$ cat src/rtl/cpu_mc_pkg.sv
// ----------------------------------------------------------------
// cpu_mc_pkg : opcodes, FSM states and instruction field positions
// Rev 1.0
// ----------------------------------------------------------------
`default_nettype none

package cpu_mc_pkg;

  localparam logic [3:0] OP_ADD  = 4'd0;
  localparam logic [3:0] OP_ADDI = 4'd1;
  localparam logic [3:0] OP_LD   = 4'd2;
  localparam logic [3:0] OP_ST   = 4'd3;
  localparam logic [3:0] OP_JZ   = 4'd4;
  localparam logic [3:0] OP_JNZ  = 4'd5;
  localparam logic [3:0] OP_JAL  = 4'd6;
  localparam logic [3:0] OP_HALT = 4'd15;

  typedef enum logic [3:0] {
    OPC_ADD  = OP_ADD,
    OPC_ADDI = OP_ADDI,
    OPC_LD   = OP_LD,
    OPC_ST   = OP_ST,
    OPC_JZ   = OP_JZ,
    OPC_JNZ  = OP_JNZ,
    OPC_JAL  = OP_JAL,
    OPC_HALT = OP_HALT
  } opcode_e;

  typedef enum logic [2:0] {
    S_FETCH  = 3'd0,
    S_DECODE = 3'd1,
    S_EXEC   = 3'd2,
    S_MEM    = 3'd3,
    S_WB     = 3'd4,
    S_HALT   = 3'd5
  } state_e;

  localparam int OPC_MSB = 31;
  localparam int OPC_LSB = 28;
  localparam int RD_MSB  = 27;
  localparam int RD_LSB  = 26;
  localparam int RS1_MSB = 25;
  localparam int RS1_LSB = 24;
  localparam int RS2_MSB = 23;
  localparam int RS2_LSB = 22;
  localparam int IMM_MSB = 21;
  localparam int IMM_LSB = 0;

endpackage

`default_nettype wire

$ cat src/rtl/cpu_mc_regfile.sv
// ----------------------------------------------------------------
// cpu_mc_regfile : 4 x XLEN registers, 2 async reads, 1 sync write
// Rev 1.0
// ----------------------------------------------------------------
`default_nettype none

module cpu_mc_regfile #(
  parameter int XLEN = 32
) (
  input  logic            clk,
  input  logic            rst_n,
  input  logic            we,
  input  logic [1:0]      waddr,
  input  logic [XLEN-1:0] wdata,
  input  logic [1:0]      raddr_a,
  output logic [XLEN-1:0] rdata_a,
  input  logic [1:0]      raddr_b,
  output logic [XLEN-1:0] rdata_b
);

  logic [XLEN-1:0] regs_q [4];
  logic [XLEN-1:0] regs_d [4];

  // r0 is forced to zero so it can never be read back as anything else
  always_comb begin
    regs_d = regs_q;
    if (we) regs_d[waddr] = wdata;
    regs_d[0] = '0;
  end

  always_ff @(posedge clk or negedge rst_n) begin
    if (!rst_n) begin
      for (int i = 0; i < 4; i++) regs_q[i] <= '0;
    end else begin
      regs_q <= regs_d;
    end
  end

  assign rdata_a = regs_q[raddr_a];
  assign rdata_b = regs_q[raddr_b];

endmodule

`default_nettype wire

$ cat src/rtl/cpu_mc.sv
// ----------------------------------------------------------------
// cpu_mc : multi-cycle 4-register core with req/ack memory ports
// Rev 1.0
// ----------------------------------------------------------------
`default_nettype none

module cpu_mc
  import cpu_mc_pkg::*;
#(
  parameter int          XLEN     = 32,
  parameter int          AW       = 10,
  parameter int unsigned RESET_PC = 0
) (
  input  logic            clk,
  input  logic            rst_n,
  output logic            imem_req,
  output logic [AW-1:0]   imem_addr,
  input  logic [31:0]     imem_rdata,
  input  logic            imem_ack,
  output logic            dmem_req,
  output logic            dmem_we,
  output logic [AW-1:0]   dmem_addr,
  output logic [XLEN-1:0] dmem_wdata,
  input  logic [XLEN-1:0] dmem_rdata,
  input  logic            dmem_ack,
  output logic            retire,
  output logic            halted,
  output logic            illegal
);

  localparam logic [AW-1:0] RST_PC = AW'(RESET_PC);

  state_e          state_q, state_d;
  logic [AW-1:0]   pc_q, pc_d;
  logic [31:0]     ir_q, ir_d;
  logic [XLEN-1:0] a_q, a_d, b_q, b_d, imm_q, imm_d, ld_q, ld_d;
  logic            illegal_q, illegal_d;

  opcode_e           opc;
  logic [1:0]        rd, rs1, rs2;
  logic signed [21:0] imm_raw;
  logic [XLEN-1:0]   rs1_data, rs2_data, sum;
  logic [AW-1:0]     target, pc_plus4;
  logic              misaligned, take;
  logic              rf_we;
  logic [XLEN-1:0]   rf_wdata;
  logic              in_mem;

  assign opc     = opcode_e'(ir_q[OPC_MSB:OPC_LSB]);
  assign rd      = ir_q[RD_MSB:RD_LSB];
  assign rs1     = ir_q[RS1_MSB:RS1_LSB];
  assign rs2     = ir_q[RS2_MSB:RS2_LSB];
  assign imm_raw = ir_q[IMM_MSB:IMM_LSB];

  assign sum        = a_q + ((opc == OPC_ADD) ? b_q : imm_q);
  assign target     = AW'(sum);
  assign pc_plus4   = pc_q + AW'(4);
  assign misaligned = (target[1:0] != 2'b00);
  assign take       = (opc == OPC_JZ) ? (b_q == '0) : (b_q != '0);

  cpu_mc_regfile #(.XLEN(XLEN)) u_regfile (
    .clk     (clk),
    .rst_n   (rst_n),
    .we      (rf_we),
    .waddr   (rd),
    .wdata   (rf_wdata),
    .raddr_a (rs1),
    .rdata_a (rs1_data),
    .raddr_b (rs2),
    .rdata_b (rs2_data)
  );

  always_comb begin
    state_d   = state_q;
    pc_d      = pc_q;
    ir_d      = ir_q;
    a_d       = a_q;
    b_d       = b_q;
    imm_d     = imm_q;
    ld_d      = ld_q;
    illegal_d = illegal_q;
    rf_we     = 1'b0;
    rf_wdata  = sum;
    retire    = 1'b0;
    case (state_q)
      S_FETCH: if (imem_ack) begin
        ir_d    = imem_rdata;
        state_d = S_DECODE;
      end
      S_DECODE: begin
        a_d     = rs1_data;
        b_d     = rs2_data;
        imm_d   = XLEN'(imm_raw);
        state_d = S_EXEC;
      end
      S_EXEC: begin
        case (opc)
          OPC_ADD, OPC_ADDI: begin
            rf_we   = 1'b1;
            pc_d    = pc_plus4;
            retire  = 1'b1;
            state_d = S_FETCH;
          end
          OPC_JZ, OPC_JNZ: begin
            if (take && misaligned) begin
              illegal_d = 1'b1;
              state_d   = S_HALT;
            end else begin
              pc_d    = take ? target : pc_plus4;
              retire  = 1'b1;
              state_d = S_FETCH;
            end
          end
          OPC_JAL: begin
            if (misaligned) begin
              illegal_d = 1'b1;
              state_d   = S_HALT;
            end else begin
              rf_we    = 1'b1;
              rf_wdata = XLEN'(pc_plus4);
              pc_d     = target;
              retire   = 1'b1;
              state_d  = S_FETCH;
            end
          end
          OPC_LD, OPC_ST: begin
            if (misaligned) begin
              illegal_d = 1'b1;
              state_d   = S_HALT;
            end else begin
              state_d = S_MEM;
            end
          end
          OPC_HALT: state_d = S_HALT;
          default: begin
            illegal_d = 1'b1;
            state_d   = S_HALT;
          end
        endcase
      end
      // Operands stay frozen in a_q/b_q/imm_q, which keeps address and data stable until ack
      S_MEM: if (dmem_ack) begin
        if (opc == OPC_ST) begin
          pc_d    = pc_plus4;
          retire  = 1'b1;
          state_d = S_FETCH;
        end else begin
          ld_d    = dmem_rdata;
          state_d = S_WB;
        end
      end
      S_WB: begin
        rf_we    = 1'b1;
        rf_wdata = ld_q;
        pc_d     = pc_plus4;
        retire   = 1'b1;
        state_d  = S_FETCH;
      end
      default: ;
    endcase
  end

  always_ff @(posedge clk or negedge rst_n) begin
    if (!rst_n) begin
      state_q   <= S_FETCH;
      pc_q      <= RST_PC;
      ir_q      <= '0;
      a_q       <= '0;
      b_q       <= '0;
      imm_q     <= '0;
      ld_q      <= '0;
      illegal_q <= 1'b0;
    end else begin
      state_q   <= state_d;
      pc_q      <= pc_d;
      ir_q      <= ir_d;
      a_q       <= a_d;
      b_q       <= b_d;
      imm_q     <= imm_d;
      ld_q      <= ld_d;
      illegal_q <= illegal_d;
    end
  end

  // Fetch request is masked while reset is held so all requests read low during reset
  assign in_mem     = (state_q == S_MEM);
  assign imem_req   = rst_n && (state_q == S_FETCH);
  assign imem_addr  = pc_q;
  assign dmem_req   = in_mem;
  assign dmem_we    = in_mem && (opc == OPC_ST);
  assign dmem_addr  = in_mem ? target : '0;
  assign dmem_wdata = in_mem ? b_q : '0;
  assign halted     = (state_q == S_HALT);
  assign illegal    = illegal_q;

endmodule

`default_nettype wire

$ cat config.mk
export PLATFORM = sky130hd
export DESIGN_NAME = cpu_mc
export DESIGN_NICKNAME = d
export VERILOG_FILES = /design/src/rtl/cpu_mc_pkg.sv /design/src/rtl/cpu_mc_regfile.sv /design/src/rtl/cpu_mc.sv
export SDC_FILE = /design/constraint.sdc
export NUM_CORES = 1
export LEC_CHECK = 0
export ABC_AREA = 0
export CORE_MARGIN = 2
export CORE_UTILIZATION = 58
export CTS_CLUSTER_DIAMETER = 150
export DETAILED_ROUTE_END_ITERATION = 6
export GPL_TIMING_DRIVEN = 0
export PLACE_DENSITY = 0.8
export SETUP_SLACK_MARGIN = 0.4
export SLEW_MARGIN = 20
export SYNTH_ARGS = -nofsm -noshare
export SYNTH_HDL_FRONTEND = slang
export SYNTH_HIERARCHICAL = 1
export SYNTH_SLANG_ARGS = --single-unit
$ cat constraint.sdc
create_clock -name clk -period 5.2 [get_ports clk]
set_clock_uncertainty 0.2 [all_clocks]
set_input_delay 1.04 -clock clk [delete_from_list [all_inputs] [get_ports clk]]
set_output_delay 1.04 -clock clk [all_outputs]
set_load 0.02 [all_outputs]
==> key figures <==
Finish
  • Nets: 1,514
  • Fillers: 1,682
  • Final instance area: 17,500 um^2
  • Ant. Diodes: 0
  • Most common cell after layout, fill and taps aside: mux2_2
  • Layout area overhead: 21.7%
  • Multi-input logic area: 7610 um^2
  • Final core occ: 0.719
  • Layout cells sized above 1: 0.353
  • Commonest cells after routing, fill and taps aside: mux2_2 (328), dfrtp_1 (260), clkdlybuf4s50_1 (114), nand2_1 (84), a22o_1 (65)
  • Final std cells w/o fill: 1,758
  • FF/Latch Area: 6510 um^2

Pwr
  • Clk pwr share: 0.482
  • Pint: 3220 uW
  • P_leak: 0.00853 uW
  • Sequential Power Share: 0.495
  • Sw Pwr: 872 uW
  • Sw frac: 0.213
  • VDD IR-drop max: 0.269 mV
  • PwrDens: 234 nW/um^2
  • Comb pwr share: 0.023

Clocking
  • Clock buffer depth: 3
  • Clk_lat worst skew: 0.55 ns
  • Clk slew on worst S/H paths: 0.06 ns
  • H-tree levels: 1
  • Total CTS buffers: 28
  • Num Clock Sinks: 260
  • CTS Root Cell: clkbuf_16
  • CTS Hold Bufs: 0
  • CTS tree: done

Die
  • Die height: 161 um
  • Die Wd: 161 um
  • Row count: 57
  • Initial core utilization: 0.591
  • Die ar.: 26,000 um^2
  • Core Area: 24,300 um^2
  • Boundary Pins: 126

Status
  • Status: complete, no violations

Setup path
  • Crit path max fanout: 3
  • CP required: 3.96 ns
  • R2R cell count: 16
  • Critical R2R Capture: u_regfile/regs_q[9]$_DFFE_PN0P_
  • Critical Setup Path Class: reg -> out
  • R2R Path Start: ir_q[28]$_DFFE_PN0P_
  • Crit start category: flop
  • Crit path launch: ir_q[28]$_DFFE_PN0P_
  • Critical Path Sink Type: output pin
  • WP data arrival: 3.79 ns
  • R2R Setup Slk: 0.47 ns

Timing
  • Slew Viols, Final: 0
  • Min Tclk post-route: 5.03 ns
  • Fin. Hold Viols: 0
  • Final setup viols: 0
  • Worst Hold Slack: 0.277 ns
  • RSZ-0062 raised after global routing: true
  • Least-Margin Pin Slew: 0.850 ns
  • Highest Clock Rate: 199 MHz
  • Fin Setup TNS: 0 ns
  • Relative slew slack: 0.433
  • Final Cycle Share: 0.966

Yosys
  • Cell count after synthesis: 1,224
  • Fraction of registers with async set/reset: 1.00
  • Synthesis-stage register bit count: 260
  • Sequential area share after synthesis: 0.453
  • Synth warn: 6
  • Mapped Nets: 1,326
  • Syn_area_per_cell: 11.7 um^2
  • Synth Flop Type: dfrtp_1
  • Syn Std Cell Area: 14,400 um^2
  • Number of synthesized flops with an enable pin: 0
  • Distinct cells, synth: 66

GRT
  • Number of antenna violations at the first check in global routing: 0
  • Total GRT Usage: 0.298
  • Vias in the first global route: 11,033
  • Overflow after GRT: 0
  • Largest net degree at the start of global routing: 101
  • First-pass GRT wire length: 60,700 um

Drt
  • Wirelength per Cell: 22.2 um
  • Routed vias/inst: 6.13
  • Drt total wl: 39,100 um
  • Total number of vias: 10,782
  • 1st-iter DRT viols: 891
  • First drt pass iteration count: 5
  • Final ANT Viol Nets: 0
  • # DRC: 0

Placed design
  • Placed Cells incl. Taps: 1,675
  • Input/output buffers: 125
  • Gpl congestion: 0.961
  • Area after DPL: 16,100 um^2
  • DP Wirelength: 26,600 um

Worst hold path
  • Hold Path Class: in -> async

Job
  • Max-cap violations: 0
[worst max path at each step]
stage | endpoint | slack (ns) | cells past startpoint
CTS | dmem_addr[8] | 0.24 | 16
global route | dmem_addr[8] | 0.08 | 16
detailed placement | retire | -1.36 | 15
finish | dmem_addr[8] | 0.17 | 16
global placement | ir_q[6]$_DFFE_PN0P_ | -8.18 | 1
floorplan | retire | 0.46 | 14
[Yosys cell counts (12+ instances only)]
library cell	n	area [um^2]
mux2_2	331	3730
dfrtp_1	260	6510
nand2_1	86	323
a22o_1	65	569
o21ai_0	45	225
a21oi_1	44	220
and2_1	41	257
nor2_1	35	131
clkbuf_1	33	124
ha_1	33	413
buf_2	24	120
xor2_1	21	184
a21o_1	16	120
xnor2_1	15	131
inv_1	12	45.0
[power groups by stage]
stage | registers [uW] | clock network (uW) | logic (uW)
5_1_grt | 2020 | 2080 | 108
3_3_place_gp | 2060 | 0 | 92.2
3_5_place_dp | 2060 | 0 | 98.7
6_report | 2020 | 1970 | 96.0
4_1_cts | 2020 | 1990 | 99.4
2_1_floorplan | 2060 | 0 | 0.900
[sequential cells by signal (all words and copies together), names as in the netlist]
register / cells
ir_q: 32
imem_addr: 10
a_q: 32
u_regfile/regs_q: 96
illegal: 1
ld_q: 32
b_q: 32
state_q: 3
imm_q: 22
[layer usage]
layer	part of all wire	vias up	GRT usage
li1	-	4829	-
met1	0.43	5435	0.411
met2	0.46	416	0.475
met3	0.075	102	0.0557
met4	0.035	0	0.108
met5	0	-	0.00379
[worst max-delay path, stage by stage (launching register included)]
cell	delay [ns]
dfrtp_1	0.39
buf_6	0.13
nor4_4	0.37
buf_4	0.18
buf_8	0.09
mux2_4	0.31
ha_4	0.17
inv_2	0.06
fa_2	0.20
nor2b_2	0.06
o31a_1	0.26
o21ai_2	0.12
nand2b_1	0.13
a31oi_1	0.22
xor2_1	0.30
nor2_1	0.08
buf_4	0.17
[cell type report]
| cell class | instances | area share |
|---|---|---|
| inverters | 15 | 0.00322 |
| multi-input cells | 874 | 0.435 |
| plain buffers | 75 | 0.0258 |
| clock buffers | 44 | 0.0499 |
| repair buffers | 158 | 0.0879 |
| well taps | 324 | 0.0232 |
| flip-flops and latches | 260 | 0.372 |
| clock inverters | 8 | 0.00258 |
[timing repair]
action,in CTS,in global routing
gates resized for setup,73,19
endpoints found under the setup margin,117,68
setup buffers,21,10
hold endpoints to repair,0,0
pin swaps,16,15
[cells by family after synthesis]
| kind of cell | count (synthesis) | share of synthesized area |
|---|---|---|
| mux | 340 | 0.266 |
| simple gates | 236 | 0.0830 |
| fa+ha+maj | 34 | 0.0301 |
| buf+inv | 90 | 0.0322 |
| flops | 260 | 0.453 |
| compound gates | 227 | 0.113 |
| xor+xnor | 37 | 0.0231 |
[through the flow]
stage          setup WS, ns  total power [uW]
2_1_floorplan         0.460              2060
3_3_place_gp          -8.18              2150
3_5_place_dp          -1.36              2160
4_1_cts               0.238              4110
5_1_grt              0.0837              4200
6_report              0.175              4090
No activity file was read; power rests on OpenSTA's default activity.
